[src/rtl/uart_tx_word_sequencer_if.sv]
// uart_tx_word_sequencer_if
//   Bundles the CPU write port, the transmitter byte port and the status and
//   debug signals of uart_tx_word_sequencer.
//
//   Handshake rule for the write port: a word moves on a rising clock edge
//   when wr_valid and wr_ready are both high. wr_ready depends only on the
//   FIFO fill level and never on wr_valid. A word offered while wr_ready is
//   low is dropped and sets the sticky overflow flag.
//
//   Signals:
//     wr_data/wr_valid/wr_ready  CPU word port (byte0 = wr_data[7:0] goes first)
//     clr_overflow/overflow      sticky overflow flag and its synchronous clear
//     tx_byte/tx_start/tx_done   byte port towards the UART serializer
//     busy/fifo_count            status
//     dbg_state/dbg_byte_idx     FSM state and byte index, for observation
//
//   Modports: master = CPU/transmitter side, slave = the sequencer.
interface uart_tx_word_sequencer_if #(
    parameter int DEPTH = 4
);
    localparam int CW = $clog2(DEPTH) + 1;

    logic [31:0]   wr_data;
    logic          wr_valid;
    logic          wr_ready;
    logic          clr_overflow;
    logic          overflow;
    logic [7:0]    tx_byte;
    logic          tx_start;
    logic          tx_done;
    logic          busy;
    logic [CW-1:0] fifo_count;
    logic [1:0]    dbg_state;
    logic [1:0]    dbg_byte_idx;

    modport master (
        output wr_data, wr_valid, clr_overflow, tx_done,
        input  wr_ready, overflow, tx_byte, tx_start, busy, fifo_count,
               dbg_state, dbg_byte_idx
    );

    modport slave (
        input  wr_data, wr_valid, clr_overflow, tx_done,
        output wr_ready, overflow, tx_byte, tx_start, busy, fifo_count,
               dbg_state, dbg_byte_idx
    );
endinterface

[src/rtl/uart_tx_word_sequencer.sv]
// uart_tx_word_sequencer
//   Buffers 32-bit words from the CPU in a DEPTH-entry FIFO and feeds them to
//   a byte-wide UART transmitter, least significant byte first. Each byte is
//   launched with a one-cycle tx_start and the next byte waits for tx_done.
//
//   Ports:
//     clock  system clock, rising edge
//     reset  asynchronous, active-high
//     bus    uart_tx_word_sequencer_if.slave (write port, byte port, status,
//            debug state)
module uart_tx_word_sequencer #(
    parameter int DEPTH = 4
) (
    input  logic                      clock,
    input  logic                      reset,
    uart_tx_word_sequencer_if.slave   bus
);
    localparam int CW = $clog2(DEPTH) + 1;
    localparam int AW = $clog2(DEPTH);

    localparam logic [1:0] S_IDLE      = 2'd0;
    localparam logic [1:0] S_LOAD      = 2'd1;
    localparam logic [1:0] S_START     = 2'd2;
    localparam logic [1:0] S_WAIT_DONE = 2'd3;

    logic [31:0]   mem_q [DEPTH];
    logic [CW-1:0] wr_ptr_q, wr_ptr_d;
    logic [CW-1:0] rd_ptr_q, rd_ptr_d;
    logic [1:0]    state_q, state_d;
    logic [31:0]   holding_q, holding_d;
    logic [1:0]    byte_idx_q, byte_idx_d;
    logic [7:0]    tx_byte_q, tx_byte_d;
    logic          overflow_q, overflow_d;

    logic [CW-1:0] count;
    logic          wr_ready;
    logic          push;
    logic          pop;
    logic [31:0]   head;
    logic [1:0]    idx_nxt;

    // Pointers carry one extra bit so a full FIFO (difference == DEPTH) is
    // distinguishable from an empty one (difference == 0).
    assign count    = wr_ptr_q - rd_ptr_q;
    assign wr_ready = (count < CW'(DEPTH));
    assign push     = bus.wr_valid && wr_ready;
    // Only LOAD pops, and LOAD is entered only with a non-empty FIFO.
    assign pop      = (state_q == S_LOAD);
    assign head     = mem_q[rd_ptr_q[AW-1:0]];
    assign idx_nxt  = byte_idx_q + 2'd1;

    always_comb begin
        state_d    = state_q;
        holding_d  = holding_q;
        byte_idx_d = byte_idx_q;
        tx_byte_d  = tx_byte_q;
        wr_ptr_d   = wr_ptr_q;
        rd_ptr_d   = rd_ptr_q;

        if (push) begin
            wr_ptr_d = wr_ptr_q + CW'(1);
        end
        if (pop) begin
            rd_ptr_d = rd_ptr_q + CW'(1);
        end

        case (state_q)
            S_IDLE: begin
                if (count != '0) begin
                    state_d = S_LOAD;
                end
            end
            S_LOAD: begin
                holding_d  = head;
                byte_idx_d = 2'd0;
                // Byte 0 is registered now so it is already valid in START.
                tx_byte_d  = head[7:0];
                state_d    = S_START;
            end
            S_START: begin
                state_d = S_WAIT_DONE;
            end
            S_WAIT_DONE: begin
                if (bus.tx_done) begin
                    if (byte_idx_q != 2'd3) begin
                        byte_idx_d = idx_nxt;
                        tx_byte_d  = holding_q[{idx_nxt, 3'b000} +: 8];
                        state_d    = S_START;
                    end else begin
                        state_d = S_IDLE;
                    end
                end
            end
            default: begin
                state_d = S_IDLE;
            end
        endcase
    end

    // A dropped write sets the flag even if a clear arrives in the same cycle.
    always_comb begin
        overflow_d = overflow_q;
        if (bus.wr_valid && !wr_ready) begin
            overflow_d = 1'b1;
        end else if (bus.clr_overflow) begin
            overflow_d = 1'b0;
        end
    end

    always_ff @(posedge clock or posedge reset) begin
        if (reset) begin
            state_q    <= S_IDLE;
            wr_ptr_q   <= '0;
            rd_ptr_q   <= '0;
            holding_q  <= '0;
            byte_idx_q <= 2'd0;
            tx_byte_q  <= 8'd0;
            overflow_q <= 1'b0;
        end else begin
            state_q    <= state_d;
            wr_ptr_q   <= wr_ptr_d;
            rd_ptr_q   <= rd_ptr_d;
            holding_q  <= holding_d;
            byte_idx_q <= byte_idx_d;
            tx_byte_q  <= tx_byte_d;
            overflow_q <= overflow_d;
        end
    end

    // Storage needs no reset: an entry is only read after it was written.
    always_ff @(posedge clock) begin
        if (push) begin
            mem_q[wr_ptr_q[AW-1:0]] <= bus.wr_data;
        end
    end

    assign bus.wr_ready     = wr_ready;
    assign bus.overflow     = overflow_q;
    assign bus.tx_byte      = tx_byte_q;
    assign bus.tx_start     = (state_q == S_START);
    assign bus.busy         = (state_q != S_IDLE) || (count != '0);
    assign bus.fifo_count   = count;
    assign bus.dbg_state    = state_q;
    assign bus.dbg_byte_idx = byte_idx_q;
endmodule

[src/flat_wrapper.sv]
// flat-port wrapper written by rule: the top's interface ports become plain ports
module uart_tx_word_sequencer_flat 
#(
    parameter int DEPTH = 4
)
  (clock, reset, bus_wr_data, bus_wr_valid, bus_clr_overflow, bus_tx_done, bus_wr_ready, bus_overflow, bus_tx_byte, bus_tx_start, bus_busy, bus_fifo_count, bus_dbg_state, bus_dbg_byte_idx);
  uart_tx_word_sequencer_if #(.DEPTH(DEPTH)) bus_i ();
  input  logic clock;
  input  logic reset;
  input wire logic [$bits(bus_i.wr_data)-1:0] bus_wr_data;
  input wire logic [$bits(bus_i.wr_valid)-1:0] bus_wr_valid;
  input wire logic [$bits(bus_i.clr_overflow)-1:0] bus_clr_overflow;
  input wire logic [$bits(bus_i.tx_done)-1:0] bus_tx_done;
  output wire logic [$bits(bus_i.wr_ready)-1:0] bus_wr_ready;
  output wire logic [$bits(bus_i.overflow)-1:0] bus_overflow;
  output wire logic [$bits(bus_i.tx_byte)-1:0] bus_tx_byte;
  output wire logic [$bits(bus_i.tx_start)-1:0] bus_tx_start;
  output wire logic [$bits(bus_i.busy)-1:0] bus_busy;
  output wire logic [$bits(bus_i.fifo_count)-1:0] bus_fifo_count;
  output wire logic [$bits(bus_i.dbg_state)-1:0] bus_dbg_state;
  output wire logic [$bits(bus_i.dbg_byte_idx)-1:0] bus_dbg_byte_idx;
  assign bus_i.wr_data = bus_wr_data;
  assign bus_i.wr_valid = bus_wr_valid;
  assign bus_i.clr_overflow = bus_clr_overflow;
  assign bus_i.tx_done = bus_tx_done;
  assign bus_wr_ready = bus_i.wr_ready;
  assign bus_overflow = bus_i.overflow;
  assign bus_tx_byte = bus_i.tx_byte;
  assign bus_tx_start = bus_i.tx_start;
  assign bus_busy = bus_i.busy;
  assign bus_fifo_count = bus_i.fifo_count;
  assign bus_dbg_state = bus_i.dbg_state;
  assign bus_dbg_byte_idx = bus_i.dbg_byte_idx;
  uart_tx_word_sequencer #(.DEPTH(DEPTH)) u_core (.clock(clock), .reset(reset), .bus(bus_i));
endmodule
[config.mk]
export PLATFORM = sky130hd
export DESIGN_NAME = uart_tx_word_sequencer_flat
export DESIGN_NICKNAME = d
export VERILOG_FILES = /design/src/rtl/uart_tx_word_sequencer_if.sv /design/src/rtl/uart_tx_word_sequencer.sv /design/src/flat_wrapper.sv
export SDC_FILE = /design/constraint.sdc
export NUM_CORES = 1
export LEC_CHECK = 0
export ABC_CLOCK_PERIOD_IN_PS = 5600
export BUFFER_PORTS_ARGS = -buffer_cell sky130_fd_sc_hd__clkbuf_2
export CAP_MARGIN = 10
export CORE_ASPECT_RATIO = 0.9
export CORE_MARGIN = 2
export CORE_UTILIZATION = 35
export CTS_CLUSTER_SIZE = 30
export DETAILED_ROUTE_END_ITERATION = 10
export GPL_TIMING_DRIVEN = 0
export SETUP_SLACK_MARGIN = 0.4
export SYNTH_ARGS = -nofsm -noshare
export SYNTH_HDL_FRONTEND = slang
export SYNTH_SLANG_ARGS = --single-unit
[constraint.sdc]
create_clock -name clock -period 5.6 [get_ports clock]
set_clock_uncertainty 0.1 [all_clocks]
set_input_delay 0.56 -clock clock [delete_from_list [all_inputs] [get_ports clock]]
set_output_delay 0.56 -clock clock [all_outputs]
set_load 0.1 [all_outputs]
==> results of run 1 <==
==> synth_stat cells <==
cell type,n
and3_2,5
inv_1,9
a21o_1,8
nand2_1,84
and3_1,1
mux2_2,2
xnor2_1,3
mux4_2,32
a22o_1,1
xnor3_2,1
o21ai_1,1
nand3b_1,1
and2_4,1
a221o_1,8
mux2i_1,17
dfrtp_1,51
o22ai_1,8
or3b_1,1
fa_1,1
mux2_4,1
nor2_1,4
clkbuf_1,9
buf_4,3
buf_2,9
nor2b_1,2
o21ai_0,1
nand2b_1,1
edfxtp_1,128
ha_1,7
o2bb2ai_1,1
==> routing by layer <==
metal  track usage, %  part of all wire, %  vias to the layer above  wire [um]
met3             3.81                  4.4                       19        596
li1                 -                    -                     1666          -
met5                0                    0                        -          0
met4             5.71                  2.2                        0        299
met2             21.7                   48                       83       6520
met1             18.8                   46                     1840       6270
==> worst max-delay path, delay by kind of cell (launching register included) <==
kind / cells / cell delay (ns)
fa+ha+maj: 2 / 0.62
xor+xnor: 1 / 0.31
simple gates: 2 / 0.32
buf+inv: 2 / 0.57
flops: 1 / 0.38
==> what timing repair did <==
action | in CTS | in global routing
hold endpoints to repair | 6 | 0
hold buffers | 1 | 0
buffers inserted | 0 | 0
==> layout make-up <==
cell class              instances  area (um2)
fillers                      1712       11100
well taps                     250         313
clock inverters                15         248
clock buffers                  17         425
plain buffers                  21         101
multi-input cells             192        1720
inverters                       9        33.8
repair buffers                 57         305
flip-flops and latches        179        5120
==> path summary, 6_finish.rpt <==
kind	cells after the start	start	slack, ns	to
max	7	u_core.wr_ptr_q[0]$_DFFE_PP0P_	2.32	bus_busy
min	1	bus_wr_data[11]	0.25	u_core.mem_q[3][11]$_DFFE_PP_
min in group asynchronous	3	reset	0.47	u_core.bus.dbg_byte_idx[1]$_DFFE_PP0P_
max reg2reg	5	u_core.wr_ptr_q[0]$_DFFE_PP0P_	2.79	u_core.mem_q[0][5]$_DFFE_PP_
min reg2reg	1	u_core.holding_q[3]$_DFFE_PP0P_	0.38	u_core.holding_q[3]$_DFFE_PP0P_
max in group asynchronous	4	reset	4.45	u_core.holding_q[19]$_DFFE_PP0P_
==> placed cells by master (no fill, tap or decap), types with 4 or more instances in the layout <==
| master | instances |
|---|---|
| a21o_1 | 8 |
| a221o_1 | 8 |
| and3_2 | 5 |
| buf_2 | 9 |
| bufinv_16 | 6 |
| clkbuf_1 | 9 |
| clkbuf_16 | 17 |
| clkbuf_2 | 55 |
| dfrtp_1 | 51 |
| edfxtp_1 | 128 |
| ha_1 | 7 |
| inv_1 | 8 |
| inv_6 | 5 |
| mux2i_1 | 17 |
| mux4_2 | 32 |
| nand2_1 | 84 |
| nor2_1 | 4 |
| o22ai_1 | 8 |
==> power groups by stage <==
stage	registers (uW)	logic, uW	clock network (uW)
finish	1950	1910	1340
global route	1980	2070	1420
floorplan	2200	1260	0
detailed placement	1980	1940	0
global placement	1960	1900	0
CTS	1950	1950	1370
==> stage by stage <==
step | utilization (%) | total power, uW | hold slack [ns] | setup slack, ns
floorplan | - | 3460 | 0.340 | 2.41
CTS | 42.8 | 5260 | 0.228 | 2.28
detailed placement | 39.2 | 3910 | 0.360 | 2.75
finish | 42.8 | 5210 | 0.248 | 2.32
global route | 42.8 | 5470 | 0.228 | 2.15
global placement | 39.1 | 3860 | 0.362 | 2.82
==> cell families (layout without fill, tap and decap cells) <==
family                     Yosys count  after routing
DFF                                179            179
and+or+nand+nor                    100            100
muxes                               52             52
buffers and inverters               30            119
AOI/OAI and AO/OA                   28             28
adders and majority gates            8              8
xor gates and xnor gates             4              4
==> flip-flops by register name (all words and copies together), names as in the netlist <==
signal and count:
u_core.mem_q 128, u_core.holding_q 32, u_core.bus.tx_byte 8, u_core.rd_ptr_q 3, u_core.wr_ptr_q 3, u_core.bus.dbg_byte_idx 2
u_core.bus.dbg_state 2, u_core.bus.overflow 1
==> impl_metrics.toml, run 1 <==
[status]
outcome = "finished clean"

[place]
gp_routability_congestion = 0.754
placed_area_um2 = 7580
io_buffers = 55
dp_cells = 707
dp_hpwl_mm = 8.85

[synthesis]
synth.mux.area_fraction_pct = 13.3
yosys.area_share.simple_pct = 5.99
yosys.area.top_type = "edfxtp_1"
ys_seq_area_share_pct = 73.4
synth.top_cells.by_area = "edfxtp_1 (55%), dfrtp_1 (18%), mux4_2 (10%)"
ys_ff_latch = 179
synthAdderAreaFrac_pct = 1.54
syn_area_um2 = 6980
yosysUniqueCellTypes = 30
syn_inst = 401
synth_compound_area_share_pct = 3.12
syn-num-nets = 446
yosysTopAreaCellShare_pct = 55.1
avgSynthCellArea_um2 = 17.4
yosys.area_share.xor_xnor_pct = 0.717
synth_top_family_by_area = "multiplexers"
ys_warn_count = 0

[critical_path]
crit_chain = "inv_1 -> ha_1 -> fa_1 -> xnor3_2 -> and3_2 -> nand2_1 -> clkbuf_2"
critical_path_required_ns = 4.94
slowest_delay_ns = 0.45
crit_path_end_kind = "output pin"
worst_path_max_delay_cell = "clkbuf_2"
cp_data_arrival_time_ns = 2.62
start_kind = "register"
crit_fanout = 8
path_class = "reg2out"

[cts]
clock_latency_ns = 0.42
cts-htree-levels = 4
cts_buffers = 17
clock_sinks = 179
clkTransAtPathRegs_ns = 0.07
ctsResizeCount = 0
cts-root-buf = "clkbuf_16"
clock_path_buffers = 2
cts_tree = "built"

[cells_and_area]
area_delta_synth_final_pct = 18.5
instances_no_fill = 740
nets = 522
design_area_um2 = 8270
drive_gt1_share_pct = 29.0
antenna_cells = 0

[grt]
track_usage_pct = 14.0
grt_max_degree = 46
grt_pass1_wl_mm = 21.7
antenna_found_initial = 0
gr-total-overflow = 0
grt_pass1_vias = 3888

[floorplanning]
io_pins = 56
die_w_um = 153
initial_utilization_pct = 36.1
fp-row-count = 48
coreArea_um2 = 19300
die_h_um = 138
dieArea_um2 = 21100

[sta]
drv_slew = 0
rsz0062_at_grt = "no"
fmax_ghz = 0.305
slew_headroom_pct = 35.0
hold_viol = 0
setup_viol = 0
tightest_slew_ns = 0.975
period_minus_slack_ns = 3.28
fin_tns_setup_ns = 0
post-route-period-util_pct = 58.6

[power_and_ir_drop]
p_seq_share_pct = 37.4
powerDensity_nw_per_um2 = 630
p_int_uw = 3260
ir_drop_v = 0.000385
leakage_uw = 0.00324
clock_power_share_pct = 25.8
p_sw_share_pct = 37.4
p_sw_uw = 1950
comb_power_share_pct = 36.8

[drt]
ant_nets = 0
first_pass_iters = 4
drc = 0
vias = 3608
routed_wirelength_mm = 13.7
dr.first_iter.drc_count = 192
wire_per_inst_um = 18.5
vias_per_cell = 4.88

[run]
drv_cap = 0

[hold_path]
min_path_type = "in2reg"
No activity file was read; power rests on OpenSTA's default activity.
==> run 2, diff against run 1 <==
Settings changed: ABC_CLOCK_PERIOD_IN_PS 5600 to 3070.
Clock period 5.6 ns to 3.07 ns, I/O delays scaled along.
==> impl_metrics.toml, run 2 (synthesized netlist as in run 1, its figures left out) <==
[cts]
cts-htree-levels = 4
clock_sinks = 179
clock_path_buffers = 2
cts-root-buf = "clkbuf_16"
clkTransAtPathRegs_ns = 0.06
cts_tree = "built"
cts_buffers = 17
clock_latency_ns = 0.42

[hold_path]
hold_start = "bus_wr_data[6]"
min_path_type = "in2reg"
hold_path_end = "u_core.mem_q[2][6]$_DFFE_PP_"
min_path_cells = 1

[power_and_ir_drop]
p_total_uw = 9480
leakage_uw = 0.00335
p_sw_share_pct = 37.9
comb_power_share_pct = 39.7
p_seq_share_pct = 37.6
powerDensity_nw_per_um2 = 1110
p_int_uw = 5890
ir_drop_v = 0.000722
clock_power_share_pct = 22.7
p_sw_uw = 3590

[drt]
wire_per_inst_um = 17.8
ant_nets = 0
drc = 0
routed_wirelength_mm = 13.7
dr.first_iter.drc_count = 181
vias_per_cell = 4.87
vias = 3748
first_pass_iters = 4

[sta]
setup_viol = 0
post-route-period-util_pct = 86.1
fmax_ghz = 0.378
hold_ws_ns = 0.0165
hold_viol = 0
period_minus_slack_ns = 2.64
layout_setup_ws_ns = 0.426
rsz0062_at_grt = "yes"
tightest_slew_ns = 0.936
fin_tns_setup_ns = 0
slew_headroom_pct = 37.6
drv_slew = 0

[floorplanning]
die_h_um = 138
dieArea_um2 = 21100
coreArea_um2 = 19300
initial_utilization_pct = 36.1
fp-row-count = 48
io_pins = 56
die_w_um = 153

[critical_path]
crit_chain = "inv_2 -> ha_4 -> fa_2 -> xnor3_4 -> and3_4 -> nand2_4 -> clkbuf_16"
slowest_delay_ns = 0.37
start_kind = "register"
rr_endpoint = "u_core.mem_q[3][18]$_DFFE_PP_"
worst_path_max_delay_cell = "dfrtp_1"
crit_fanout = 6
cp_data_arrival_time_ns = 2.24
critical_path_buf_inv_count = 2
reg2regPathDepth = 5
r2r-start = "u_core.wr_ptr_q[0]$_DFFE_PP0P_"
crit_path_end_kind = "output pin"
reg2reg_setup_slack_ns = 0.46
critical_path_required_ns = 2.66
path_class = "reg2out"
path_delay_family = "adder cells"

[cells_and_area]
largest_reg_flops = 128
area_delta_synth_final_pct = 22.6
final_cell_mix = "edfxtp_1 (128), nand2_1 (83), clkbuf_2 (52)"
nets = 553
antenna_cells = 0
drive_gt1_share_pct = 29.6
final_common_cell = "edfxtp_1"

[grt]
grt_pass1_vias = 3980
grt_max_degree = 46
grt_pass1_wl_mm = 21.6
gr-total-overflow = 0
track_usage_pct = 13.7
antenna_found_initial = 0

[place]
dp_hpwl_mm = 8.66
place_ws_ns = 0.240
gp_routability_congestion = 0.758
io_buffers = 55

[run]
drv_cap = 0

[status]
outcome = "finished clean"
run 2: cell types whose count changed in the layout (fill, tap and decap cells not counted), sizes merged:
cell / previous run / this run
bufinv: 6 / 3
clkbuf: 81 / 83
dlygate4sd3: 1 / 24
clkinvlp: 2 / 5
buf: 13 / 21
inv: 14 / 8
clkinv: 2 / 5
run 2: per-layer routing:
layer	global-route usage [%]	wire length, um	vias to the layer above
met3	3.81	622	12
met2	22.1	6460	79
met1	18.4	6450	1924
li1	-	-	1733
met5	0	0	-
met4	3.65	151	0
run 2: worst max path at each step:
stage	start	end	slack (ns)	cells after the start
6_report	u_core.wr_ptr_q[0]$_DFFE_PP0P_	bus_busy	0.43	7
5_1_grt	u_core.rd_ptr_q[0]$_DFFE_PP0P_	u_core.mem_q[3][18]$_DFFE_PP_	0.36	4
4_1_cts	u_core.wr_ptr_q[0]$_DFFE_PP0P_	u_core.mem_q[1][28]$_DFFE_PP_	0.34	5
3_5_place_dp	u_core.wr_ptr_q[0]$_DFFE_PP0P_	u_core.mem_q[2][17]$_DFFE_PP_	0.24	5
3_3_place_gp	u_core.wr_ptr_q[0]$_DFFE_PP0P_	u_core.mem_q[3][19]$_DFFE_PP_	0.28	5
2_1_floorplan	u_core.wr_ptr_q[0]$_DFFE_PP0P_	u_core.mem_q[3][0]$_DFFE_PP_	0.43	5
run 2: metrics by stage:
step,utilization (%),instance area [um2],std cells
finish,44.2,8550,770
global route,44.2,8550,770
CTS,43.9,8480,763
detailed placement,39.3,7600,707
global placement,39.2,7580,706
floorplan,-,6990,401
run 2: power groups by stage:
stage,registers [uW],clock network [uW],logic [uW]
after global placement,3580,0,3490
after global routing,3620,2310,4060
after floorplan,4020,0,2330
after CTS,3560,2200,3660
final,3560,2150,3770
after detailed placement,3610,0,3550
run 2: cell type report:
cell class,instances,area (um2)
plain buffers,21,101
clock buffers,19,433
clock inverters,12,160
fillers,1733,10800
inverters,9,37.5
multi-input cells,192,1760
flip-flops and latches,179,5120
well taps,250,313
repair buffers,88,627
run 2: timing repair:
action | CTS | global route
setup buffers | 1 | 7
resized for setup | 9 | 4
setup endpoints to repair | 131 | 97
gates cloned | 0 | 0
hold buffers | 24 | 0
pin swaps | 1 | 3
hold endpoints to repair | 142 | 0
